<file path="src/rtl/gpio_irq_dispatch_if.sv">
// Bus bundle for the GPIO interrupt dispatcher: APB4 read master plus the
// valid/ready event port toward the consumer.
interface gpio_irq_dispatch_if #(
  parameter int IDX_W = 5
) ();
  logic [31:0]      paddr_o;
  logic             psel_o;
  logic             penable_o;
  logic             pwrite_o;
  logic [31:0]      pwdata_o;
  logic [3:0]       pstrb_o;
  logic [2:0]       pprot_o;
  logic [31:0]      prdata_i;
  logic             pready_i;
  logic             pslverr_i;
  logic             evt_valid_o;
  logic [IDX_W-1:0] evt_idx_o;
  logic             evt_ready_i;

  modport master (
    output paddr_o, psel_o, penable_o, pwrite_o, pwdata_o, pstrb_o, pprot_o,
    output evt_valid_o, evt_idx_o,
    input  prdata_i, pready_i, pslverr_i, evt_ready_i
  );

  modport slave (
    input  paddr_o, psel_o, penable_o, pwrite_o, pwdata_o, pstrb_o, pprot_o,
    input  evt_valid_o, evt_idx_o,
    output prdata_i, pready_i, pslverr_i, evt_ready_i
  );
endinterface

</file>
<file path="src/rtl/gpio_irq_dispatch.sv">
// Services a GPIO interrupt: APB read of INTSTATUS, then hands the pending pins
// out one at a time in round-robin order over a valid/ready event port.
//
// state    | meaning
// IDLE     | waiting for enable_i && irq_i
// SETUP    | APB setup phase (psel=1, penable=0)
// ACCESS   | APB access phase, held until pready
// DISPATCH | presenting pending pins to the consumer
module gpio_irq_dispatch #(
  parameter int          GPIO_NUM  = 32,
  parameter logic [31:0] BASE_ADDR = 32'h0000_0000,
  parameter int          IDX_W     = (GPIO_NUM > 1) ? $clog2(GPIO_NUM) : 1
) (
  input  logic                hclk,
  input  logic                hreset,
  input  logic                enable_i,
  input  logic                irq_i,
  gpio_irq_dispatch_if.master bus,
  output logic                busy_o,
  output logic                err_o,
  output logic [15:0]         served_cnt_o
);

  typedef enum logic [1:0] {IDLE, SETUP, ACCESS, DISPATCH} state_t;

  state_t                state, state_nxt;
  logic [GPIO_NUM-1:0]   pending, pending_nxt, one_hot, rotated;
  logic [2*GPIO_NUM-1:0] rot_full;
  logic [IDX_W-1:0]      rr_ptr, sel_idx;
  logic                  found, accept, rd_done, rd_ok, err_q;
  logic [15:0]           served_cnt;
  int                    sum;

  assign rd_done = (state == ACCESS) && bus.pready_i;
  assign rd_ok   = rd_done && !bus.pslverr_i;
  assign accept  = (state == DISPATCH) && bus.evt_ready_i;

  // Rotate pending so bit 0 is rr_ptr, then take the lowest set bit.
  always_comb begin
    rot_full = {pending, pending} >> rr_ptr;
    rotated  = rot_full[GPIO_NUM-1:0];
    found    = 1'b0;
    sum      = 0;
    sel_idx  = '0;
    for (int i = 0; i < GPIO_NUM; i++) begin
      if (!found && rotated[i]) begin
        found = 1'b1;
        sum   = int'(rr_ptr) + i;
        if (sum >= GPIO_NUM) sum = sum - GPIO_NUM;
        sel_idx = IDX_W'(sum);
      end
    end
    one_hot     = GPIO_NUM'(1) << sel_idx;
    pending_nxt = pending & ~one_hot;
  end

  always_comb begin
    state_nxt = state;
    case (state)
      IDLE:     if (enable_i && irq_i) state_nxt = SETUP;
      SETUP:    state_nxt = ACCESS;
      ACCESS: begin
        if (bus.pready_i) begin
          if (bus.pslverr_i || (bus.prdata_i[GPIO_NUM-1:0] == '0)) state_nxt = IDLE;
          else state_nxt = DISPATCH;
        end
      end
      DISPATCH: if (accept && (pending_nxt == '0)) state_nxt = IDLE;
      default:  state_nxt = IDLE;
    endcase
  end

  always_ff @(posedge hclk or posedge hreset) begin
    if (hreset) begin
      state      <= IDLE;
      pending    <= '0;
      rr_ptr     <= '0;
      served_cnt <= '0;
      err_q      <= 1'b0;
    end else begin
      state <= state_nxt;
      err_q <= rd_done && bus.pslverr_i;
      if (rd_ok) begin
        pending <= bus.prdata_i[GPIO_NUM-1:0];
      end else if (accept) begin
        pending <= pending_nxt;
        rr_ptr  <= (sel_idx == IDX_W'(GPIO_NUM - 1)) ? '0 : sel_idx + IDX_W'(1);
        if (served_cnt != 16'hFFFF) served_cnt <= served_cnt + 16'd1;
      end
    end
  end

  // All outputs decode registered state only; no path from prdata or evt_ready.
  assign bus.paddr_o     = BASE_ADDR + 32'h18;
  assign bus.psel_o      = (state == SETUP) || (state == ACCESS);
  assign bus.penable_o   = (state == ACCESS);
  assign bus.pwrite_o    = 1'b0;
  assign bus.pwdata_o    = 32'h0;
  assign bus.pstrb_o     = 4'h0;
  assign bus.pprot_o     = 3'h0;
  assign bus.evt_valid_o = (state == DISPATCH);
  assign bus.evt_idx_o   = sel_idx;
  assign busy_o          = (state != IDLE);
  assign err_o           = err_q;
  assign served_cnt_o    = served_cnt;

endmodule

</file>
<file path="src/flat_wrapper.sv">
// flat-port wrapper written by rule: the top's interface ports become plain ports
module gpio_irq_dispatch_flat 
#(
  parameter int          GPIO_NUM  = 32,
  parameter logic [31:0] BASE_ADDR = 32'h0000_0000,
  parameter int          IDX_W     = (GPIO_NUM > 1) ? $clog2(GPIO_NUM) : 1
)
  (hclk, hreset, enable_i, irq_i, busy_o, err_o, served_cnt_o, bus_paddr_o, bus_psel_o, bus_penable_o, bus_pwrite_o, bus_pwdata_o, bus_pstrb_o, bus_pprot_o, bus_evt_valid_o, bus_evt_idx_o, bus_prdata_i, bus_pready_i, bus_pslverr_i, bus_evt_ready_i);
  gpio_irq_dispatch_if #(.IDX_W(IDX_W)) bus_i ();
  input  logic hclk;
  input  logic hreset;
  input  logic enable_i;
  input  logic irq_i;
  output logic busy_o;
  output logic err_o;
  output logic [15:0] served_cnt_o;
  output wire logic [$bits(bus_i.paddr_o)-1:0] bus_paddr_o;
  output wire logic [$bits(bus_i.psel_o)-1:0] bus_psel_o;
  output wire logic [$bits(bus_i.penable_o)-1:0] bus_penable_o;
  output wire logic [$bits(bus_i.pwrite_o)-1:0] bus_pwrite_o;
  output wire logic [$bits(bus_i.pwdata_o)-1:0] bus_pwdata_o;
  output wire logic [$bits(bus_i.pstrb_o)-1:0] bus_pstrb_o;
  output wire logic [$bits(bus_i.pprot_o)-1:0] bus_pprot_o;
  output wire logic [$bits(bus_i.evt_valid_o)-1:0] bus_evt_valid_o;
  output wire logic [$bits(bus_i.evt_idx_o)-1:0] bus_evt_idx_o;
  input wire logic [$bits(bus_i.prdata_i)-1:0] bus_prdata_i;
  input wire logic [$bits(bus_i.pready_i)-1:0] bus_pready_i;
  input wire logic [$bits(bus_i.pslverr_i)-1:0] bus_pslverr_i;
  input wire logic [$bits(bus_i.evt_ready_i)-1:0] bus_evt_ready_i;
  assign bus_paddr_o = bus_i.paddr_o;
  assign bus_psel_o = bus_i.psel_o;
  assign bus_penable_o = bus_i.penable_o;
  assign bus_pwrite_o = bus_i.pwrite_o;
  assign bus_pwdata_o = bus_i.pwdata_o;
  assign bus_pstrb_o = bus_i.pstrb_o;
  assign bus_pprot_o = bus_i.pprot_o;
  assign bus_evt_valid_o = bus_i.evt_valid_o;
  assign bus_evt_idx_o = bus_i.evt_idx_o;
  assign bus_i.prdata_i = bus_prdata_i;
  assign bus_i.pready_i = bus_pready_i;
  assign bus_i.pslverr_i = bus_pslverr_i;
  assign bus_i.evt_ready_i = bus_evt_ready_i;
  gpio_irq_dispatch #(.GPIO_NUM(GPIO_NUM), .BASE_ADDR(BASE_ADDR), .IDX_W(IDX_W)) u_core (.hclk(hclk), .hreset(hreset), .enable_i(enable_i), .irq_i(irq_i), .bus(bus_i), .busy_o(busy_o), .err_o(err_o), .served_cnt_o(served_cnt_o));
endmodule
</file>
<file path="config.mk">
export PLATFORM = sky130hd
export DESIGN_NAME = gpio_irq_dispatch_flat
export DESIGN_NICKNAME = d
export VERILOG_FILES = /design/src/rtl/gpio_irq_dispatch_if.sv /design/src/rtl/gpio_irq_dispatch.sv /design/src/flat_wrapper.sv
export SDC_FILE = /design/constraint.sdc
export NUM_CORES = 1
export LEC_CHECK = 0
export ABC_AREA = 1
export BUFFER_PORTS_ARGS = -buffer_cell sky130_fd_sc_hd__buf_4
export CAP_MARGIN = 20
export CELL_PAD_IN_SITES_DETAIL_PLACEMENT = 2
export CELL_PAD_IN_SITES_GLOBAL_PLACEMENT = 2
export CORE_MARGIN = 1
export CORE_UTILIZATION = 30
export DETAILED_ROUTE_END_ITERATION = 8
export GPL_ROUTABILITY_DRIVEN = 0
export HOLD_SLACK_MARGIN = 0.03
export PLACE_DENSITY = 0.88
export SLEW_MARGIN = 20
export SYNTH_ARGS = -nofsm -noshare
export SYNTH_HDL_FRONTEND = slang
export SYNTH_SLANG_ARGS = --single-unit
</file>
<file path="constraint.sdc">
create_clock -name hclk -period 5.9 [get_ports hclk]
set_input_delay 1.18 -clock hclk [delete_from_list [all_inputs] [get_ports hclk]]
set_output_delay 1.18 -clock hclk [all_outputs]
set_load 0.02 [all_outputs]
</file>
==> summary.txt, run 1 <==
Outcome -> finished, violations left
Violations in the final reports -> negative setup slack
Worst Max-Slew Pin Slew -> 1.08 ns
Worst path max stage delay -> 0.44 ns
Min setup slack post-route -> -0.821 ns
Number of synthesized register bits -> 56
Wire length on met2 -> 28,500 µm
Layout cells sized above 1 -> 36.7%
Worst r2r src -> u_core.rr_ptr[0]
Post-layout minimum cycle time -> 6.72 ns
Diodes inserted -> 0
Number of instances in the synthesized netlist -> 1,319
Setup violations, final -> 27
Register area share after synthesis -> 17.8%
Logic depth of the worst setup path including buffers -> 40
Setup Total Neg Slack -> -6.85 ns
Filler cell count in the final layout -> 2,919
Part of the cycle the worst path needs -> 114%
Rows -> 58
Hold buffer count at cts -> 0
Hold Worst Slack -> 0.542 ns
DIE HEIGHT -> 164 µm
Worst setup path category -> reg2reg
Via density per instance -> 6.53
Clock slew at reported path FFs -> 0.09 ns
Asr flop ratio synth -> 100%
Final-report hold violation count -> 0
Routed length on met3 -> 5780 µm
Detailed-route wire length on metal 1 -> 21,500 µm
Number of warnings issued by yosys -> 0
Largest net degree at the start of global routing -> 57
Detailed-route wire length -> 61,300 µm
Final routed wire length divided by cell count -> 34.6 µm
Post-Place Worst Slack -> -0.427 ns
Worst-path maximum fanout -> 6
Via Count -> 11,600
Post-synth cell types -> 45
First-pass GRT wire length -> 71,700 µm
Data required time of the worst path -> 6.15 ns
Setup repair after global routing missed its margin -> true
Total Routing Usage GR -> 35.4%
R2R Path End -> u_core.state[0]
Die Wd -> 164 µm
Port buffer count -> 64
Gr ovfl total -> 0
Cell type with the highest aggregate area in the netlist -> sky130_fd_sc_hd__nand2_1
Critical Path Start Type -> flip-flop
Summed instance area of the synthesized netlist -> 7860 µm²
NumNets Final -> 1,502
Clock Latency Late Sink -> 0.32 ns
Cell seen most often among critical-path stages -> sky130_fd_sc_hd__nor2_4
CTS Buf Count -> 5
Worst min path class -> reg2reg
Maximum clock insertion buffer count -> 2
Starting Density -> 30.9%
Gate family responsible for the most delay along the worst path -> simple AND/OR/NAND/NOR gates
Detailed placer's ending HPWL -> 29,600 µm
Max-cap viol count -> 0
Final Max Slew Viols -> 0
Arrival time worst endpoint -> 6.97 ns
First-pass detailed-route iteration total -> 5
Final Skew -> 0.00735 ns
Total die area -> 26,900 µm²
Number of antenna violations at the first check in global routing -> 1
Source of the critical timing path -> u_core.rr_ptr[0]
Fmax achieved -> 149 MHz
Area growth from synthesis to final layout -> 43.4%
Top FF cell, synth -> sky130_fd_sc_hd__dfrtp_1
Slowest-stage cell, CP -> sky130_fd_sc_hd__dfrtp_2
Slew headroom -> 27.6%
DRC marker count from the first detailed-route iteration -> 1,202
DRT antenna net count -> 0
Vias in the first global route -> 11,400
Proportion of netlist area held by the largest area contributor -> 20.1%
Crit path buf inv count -> 5
Setup slack of the most critical reg-to-reg path -> -0.82 ns
DRC Markers -> 0
Root cell of the clock tree -> sky130_fd_sc_hd__clkbuf_16
Top post-synthesis cells by area -> sky130_fd_sc_hd__nand2_1 20%, sky130_fd_sc_hd__dfrtp_1 18%, sky130_fd_sc_hd__nand3_1 16%, sky130_fd_sc_hd__buf_4 7.7%, sky130_fd_sc_hd__inv_1 5.6%
Post-synth EDFFs -> 0
Synth Area per Inst -> 5.96 µm²
Number of top-level pins -> 137
Endpoint of the most critical setup path -> u_core.state[0]
H-tree level count -> 2
Worst-case reg-to-reg path depth -> 40
Num Clock Sinks -> 56
Highest metal layer with signal wires -> met5
Area of the core -> 25,500 µm²
Element type at the critical path end -> flip-flop
Clock tree from TritonCTS -> yes
==> synth_stat cells, types with 2 or more instances <==
master / instances
sky130_fd_sc_hd__clkbuf_1: 24
sky130_fd_sc_hd__dfrtp_1: 56
sky130_fd_sc_hd__clkinv_1: 3
sky130_fd_sc_hd__a21oi_1: 13
sky130_fd_sc_hd__inv_2: 3
sky130_fd_sc_hd__nor2_1: 73
sky130_fd_sc_hd__conb_1: 2
sky130_fd_sc_hd__inv_1: 117
sky130_fd_sc_hd__buf_6: 5
sky130_fd_sc_hd__nand4_2: 5
sky130_fd_sc_hd__xor2_1: 22
sky130_fd_sc_hd__nor2_2: 3
sky130_fd_sc_hd__nand4_4: 3
sky130_fd_sc_hd__nand2_1: 421
sky130_fd_sc_hd__a21boi_0: 5
sky130_fd_sc_hd__and3_1: 2
sky130_fd_sc_hd__ha_1: 24
sky130_fd_sc_hd__nand2_4: 2
sky130_fd_sc_hd__or4_1: 3
sky130_fd_sc_hd__nor2_4: 8
sky130_fd_sc_hd__o21bai_1: 2
sky130_fd_sc_hd__nand2_2: 3
sky130_fd_sc_hd__xnor2_1: 9
sky130_fd_sc_hd__buf_2: 10
sky130_fd_sc_hd__o21a_1: 15
sky130_fd_sc_hd__nand4_1: 27
sky130_fd_sc_hd__nor4_1: 10
sky130_fd_sc_hd__o211ai_1: 34
sky130_fd_sc_hd__o21ai_0: 40
sky130_fd_sc_hd__o2111ai_1: 4
sky130_fd_sc_hd__nor3_1: 7
sky130_fd_sc_hd__buf_4: 81
sky130_fd_sc_hd__nand3_1: 251
sky130_fd_sc_hd__a31oi_1: 5
sky130_fd_sc_hd__o21ai_1: 6
sky130_fd_sc_hd__nand3b_1: 3
sky130_fd_sc_hd__or2_2: 3
sky130_fd_sc_hd__buf_1: 8
==> final cells by class <==
| class | instances | area (µm²) | share of cell area (%) |
|---|---|---|---|
| timing repair buffer | 171 | 1590 | 14.1 |
| multi-input combinational | 1082 | 7230 | 64.2 |
| clock inverter | 2 | 13.8 | 0.122 |
| tap | 330 | 413 | 3.66 |
| clock buffer | 6 | 129 | 1.14 |
| sequential | 56 | 1400 | 12.5 |
| inverter | 123 | 485 | 4.31 |
==> kinds of logic (layout without fill, tap and decap cells) <==
kind of cell / Yosys count / after routing / share of synthesized area [%]
compound gates: 128 / 128 / 10.3
xor+xnor: 31 / 31 / 3.45
fa+ha+maj: 24 / 24 / 3.82
buf+inv: 251 / 302 / 16.5
flops: 56 / 56 / 17.8
mux: 1 / 1 / 0.143
other cells: 2 / 72 / 0.0955
simple gates: 826 / 826 / 47.8
==> how the worst min path moves through the flow <==
stage,endpoint,startpoint,depth (start not counted),slack (ns)
final,u_core.served_cnt_o[7],u_core.served_cnt_o[7],1,0.54
after global routing,u_core.served_cnt_o[5],u_core.served_cnt_o[5],1,0.56
after CTS,u_core.served_cnt_o[5],u_core.served_cnt_o[5],1,0.51
after detailed placement,u_core.served_cnt_o[5],u_core.served_cnt_o[5],1,0.50
after global placement,u_core.served_cnt_o[13],u_core.served_cnt_o[13],1,0.49
after floorplan,u_core.state[0],u_core.state[0],2,0.49
==> per-stage QoR <==
stage / utilization (%) / area, µm² / instances
2_1_floorplan: - / 8120 / 1389
3_3_place_gp: 33.5 / 8530 / 1690
3_5_place_dp: 33.5 / 8530 / 1690
4_1_cts: 36.4 / 9280 / 1723
5_1_grt: 44.2 / 11300 / 1770
6_report: 44.2 / 11300 / 1770
==> cell usage in the layout, fill, tap and decap left out, drive strengths merged <==
cell | synthesis | final
nand2 | 426 | 426
nand3 | 252 | 252
buf | 104 | 166
inv | 120 | 120
nor2 | 85 | 85
conb | 2 | 72
dfrtp | 56 | 56
o21ai | 47 | 47
nand4 | 35 | 35
o211ai | 34 | 34
ha | 24 | 24
xor2 | 22 | 22
o21a | 15 | 15
a21oi | 13 | 13
clkbuf | 24 | 11
nor4 | 10 | 10
xnor2 | 9 | 9
nor3 | 7 | 7
a31oi | 5 | 5
a21boi | 5 | 5
clkinv | 3 | 4
o2111ai | 4 | 4
or2 | 3 | 3
nand3b | 3 | 3
or4 | 3 | 3
and3 | 2 | 2
o21bai | 2 | 2
clkinvlp | 0 | 1
o31ai | 1 | 1
a21o | 1 | 1
a22oi | 1 | 1
mux2 | 1 | 1
==> flip-flops by register name, summed over array words and instances, names as in the netlist <==
register / cells
u_core.err_o: 1
u_core.pending: 32
u_core.rr_ptr: 5
u_core.served_cnt_o: 16
u_core.state: 2
==> metal layers <==
layer	GRT usage, %	vias up
met4	19.4	2
met1	40.5	5691
met2	61.5	963
met3	7.02	437
met5	0	-
li1	-	4468
==> what timing repair did <==
action,4_1_cts,5_1_grt
buffers inserted,22,41
cloned,3,6
endpoints found under the setup margin,8,27
gates resized for setup,96,363
pin swaps,32,77
Power of run 1 is not shown: default switching activity piles up to over one toggle a cycle in this logic, so the estimate is an artifact.
==> run 2: changes to the inputs <==
--- a/config.mk
+++ b/config.mk
@@ -11,11 +11,13 @@
 export CELL_PAD_IN_SITES_DETAIL_PLACEMENT = 2
 export CELL_PAD_IN_SITES_GLOBAL_PLACEMENT = 2
 export CORE_MARGIN = 1
-export CORE_UTILIZATION = 30
+export CORE_UTILIZATION = 33
 export DETAILED_ROUTE_END_ITERATION = 8
 export GPL_ROUTABILITY_DRIVEN = 0
+export GPL_TIMING_DRIVEN = 0
 export HOLD_SLACK_MARGIN = 0.03
-export PLACE_DENSITY = 0.88
+export PLACE_DENSITY = 0.95
+export SETUP_SLACK_MARGIN = 0.5
 export SLEW_MARGIN = 20
 export SYNTH_ARGS = -nofsm -noshare
 export SYNTH_HDL_FRONTEND = slang
==> constraint.sdc (replaced) <==
create_clock -name hclk -period 8 [get_ports hclk]
set_input_delay 1.6 -clock hclk [delete_from_list [all_inputs] [get_ports hclk]]
set_output_delay 1.6 -clock hclk [all_outputs]
set_load 0.02 [all_outputs]
==> summary.txt, run 2 (synthesis gave the netlist of run 1 again) <==
Slew headroom -> 26.4%
Worst Max-Slew Pin Slew -> 1.10 ns
Worst setup path category -> reg2out
Critical Path Start Type -> flip-flop
Largest net degree at the start of global routing -> 57
DRC marker count from the first detailed-route iteration -> 1,152
Most common cell after layout, fill and taps aside -> sky130_fd_sc_hd__nand2_1
Cell seen most often among critical-path stages -> sky130_fd_sc_hd__nor2_4
Hold buffer count at cts -> 0
Max FFs per register -> 32
Die Wd -> 156 µm
Slowest-stage cell, CP -> sky130_fd_sc_hd__a31oi_1
Filler cell count in the final layout -> 2,970
Area of the core -> 23,400 µm²
Vias in the first global route -> 11,700
Outcome -> completed
First-pass GRT wire length -> 72,000 µm
Worst-path maximum fanout -> 10
Via Count -> 11,400
Root cell of the clock tree -> sky130_fd_sc_hd__clkbuf_16
Rows -> 56
DIE HEIGHT -> 156 µm
Setup Total Neg Slack -> 0 ns
Starting Density -> 33.6%
Maximum clock insertion buffer count -> 2
Detailed placer's ending HPWL -> 35,300 µm
Gr ovfl total -> 0
Detailed-route wire length -> 54,700 µm
Fmax achieved -> 128 MHz
Port buffer count -> 64
Max-cap viol count -> 0
Post-layout minimum cycle time -> 7.83 ns
Worst path max stage delay -> 0.49 ns
Worst min path class -> reg2reg
Arrival time worst endpoint -> 6.23 ns
Clock slew at reported path FFs -> 0.09 ns
CTS Buf Count -> 5
DRT antenna net count -> 0
Total die area -> 24,400 µm²
Final Skew -> 0.00850 ns
Number of top-level pins -> 137
Layout cells sized above 1 -> 16.7%
Element type at the critical path end -> output port
Final Max Slew Viols -> 0
Total Routing Usage GR -> 39.2%
First-pass detailed-route iteration total -> 8
Final routed wire length divided by cell count -> 30.4 µm
Via density per instance -> 6.33
Leading cell types in the layout, fill and taps excluded -> 420 x sky130_fd_sc_hd__nand2_1, 250 x sky130_fd_sc_hd__nand3_1, 163 x sky130_fd_sc_hd__buf_4, 115 x sky130_fd_sc_hd__inv_1, 72 x sky130_fd_sc_hd__conb_1
DRC Markers -> 0
Num Clock Sinks -> 56
Number of antenna violations at the first check in global routing -> 2
H-tree level count -> 2
Final-report hold violation count -> 0
Clock tree from TritonCTS -> yes
Part of the cycle the worst path needs -> 97.9%
Setup violations, final -> 0
Clock Latency Late Sink -> 0.34 ns
Largest Register -> u_core.pending
NumNets Final -> 1,539
Area growth from synthesis to final layout -> 19.3%
Data required time of the worst path -> 6.40 ns
==> run 2: changes by cell type in the layout (fill, tap and decap cells not counted), moves of 10 or more <==
| cell | change |
|---|---|
| sky130_fd_sc_hd__o21ai_0 | +10 |
| sky130_fd_sc_hd__inv_1 | +21 |
| sky130_fd_sc_hd__buf_4 | +18 |
| sky130_fd_sc_hd__nand2_2 | -74 |
| sky130_fd_sc_hd__nor2_1 | +15 |
| sky130_fd_sc_hd__nand2_1 | +105 |
| sky130_fd_sc_hd__nand3_1 | +127 |
| sky130_fd_sc_hd__nand3_2 | -85 |
| sky130_fd_sc_hd__nand2_4 | -25 |
| sky130_fd_sc_hd__nand3_4 | -42 |
| sky130_fd_sc_hd__inv_2 | -15 |
| sky130_fd_sc_hd__clkbuf_1 | +20 |
==> run 2: routing by layer <==
layer  share of wire [%]  wire (µm)  up-vias  GRT usage (%)
met5               0.024         13        -              0
met4                 9.9       5430        2           25.2
met3                 9.9       5430      383           7.28
met2                  46      25000      920           68.5
met1                  34      18800     5554           43.7
li1                    -          -     4513              -
==> run 2: critical path: cells and delay by family, from the launching register on <==
family	cells	cell delay, ns
flops	1	0.46
simple gates	19	3.42
compound gates	4	1.01
buf+inv	5	0.98
==> run 2: path summary, 6_finish.rpt <==
path,slack [ns],cells past startpoint,end,from
setup / recovery,0.17,28,bus_evt_idx_o[4],u_core.rr_ptr[0]
hold / removal,0.53,1,u_core.served_cnt_o[7],u_core.served_cnt_o[7]
setup reg to reg,0.17,39,u_core.state[0],u_core.rr_ptr[0]
hold reg to reg,0.53,1,u_core.served_cnt_o[7],u_core.served_cnt_o[7]
max in group asynchronous,6.02,2,u_core.rr_ptr[2],hreset
min in group asynchronous,1.41,2,u_core.pending[26],hreset
==> run 2: stage by stage <==
step	setup WS (ns)	hold WS (ns)	area (µm²)	util, %	std cells
3_5_place_dp	0.587	0.529	9010	38.5	1773
4_1_cts	0.424	0.532	9180	39.2	1782
6_report	0.167	0.534	9380	40.1	1797
3_3_place_gp	1.12	0.487	9000	38.5	1772
5_1_grt	-0.164	0.546	9380	40.1	1796
2_1_floorplan	2.43	0.489	8120	-	1389
==> run 2: what timing repair did <==
| item | in CTS | in global routing |
|---|---|---|
| setup endpoints to repair | 5 | 7 |
| endpoints found under the hold margin | 0 | 0 |
| resized for setup | 4 | 45 |
| pin swaps | 1 | 8 |
| setup buffers | 1 | 14 |
==> run 2: cell type report <==
class / count / area (µm²) / share of cell area [%]
Antenna cell: 1 / 2.50 / 0.0267
Buffer: 128 / 866 / 9.23
Clock buffer: 6 / 129 / 1.37
Clock inverter: 2 / 13.8 / 0.147
Inverter: 123 / 464 / 4.95
Multi-Input combinational cell: 1082 / 5500 / 58.7
Sequential cell: 56 / 1400 / 15.0
Tap cell: 319 / 399 / 4.26
Timing Repair Buffer: 80 / 601 / 6.40
Power of run 2 is left out for the same reason.
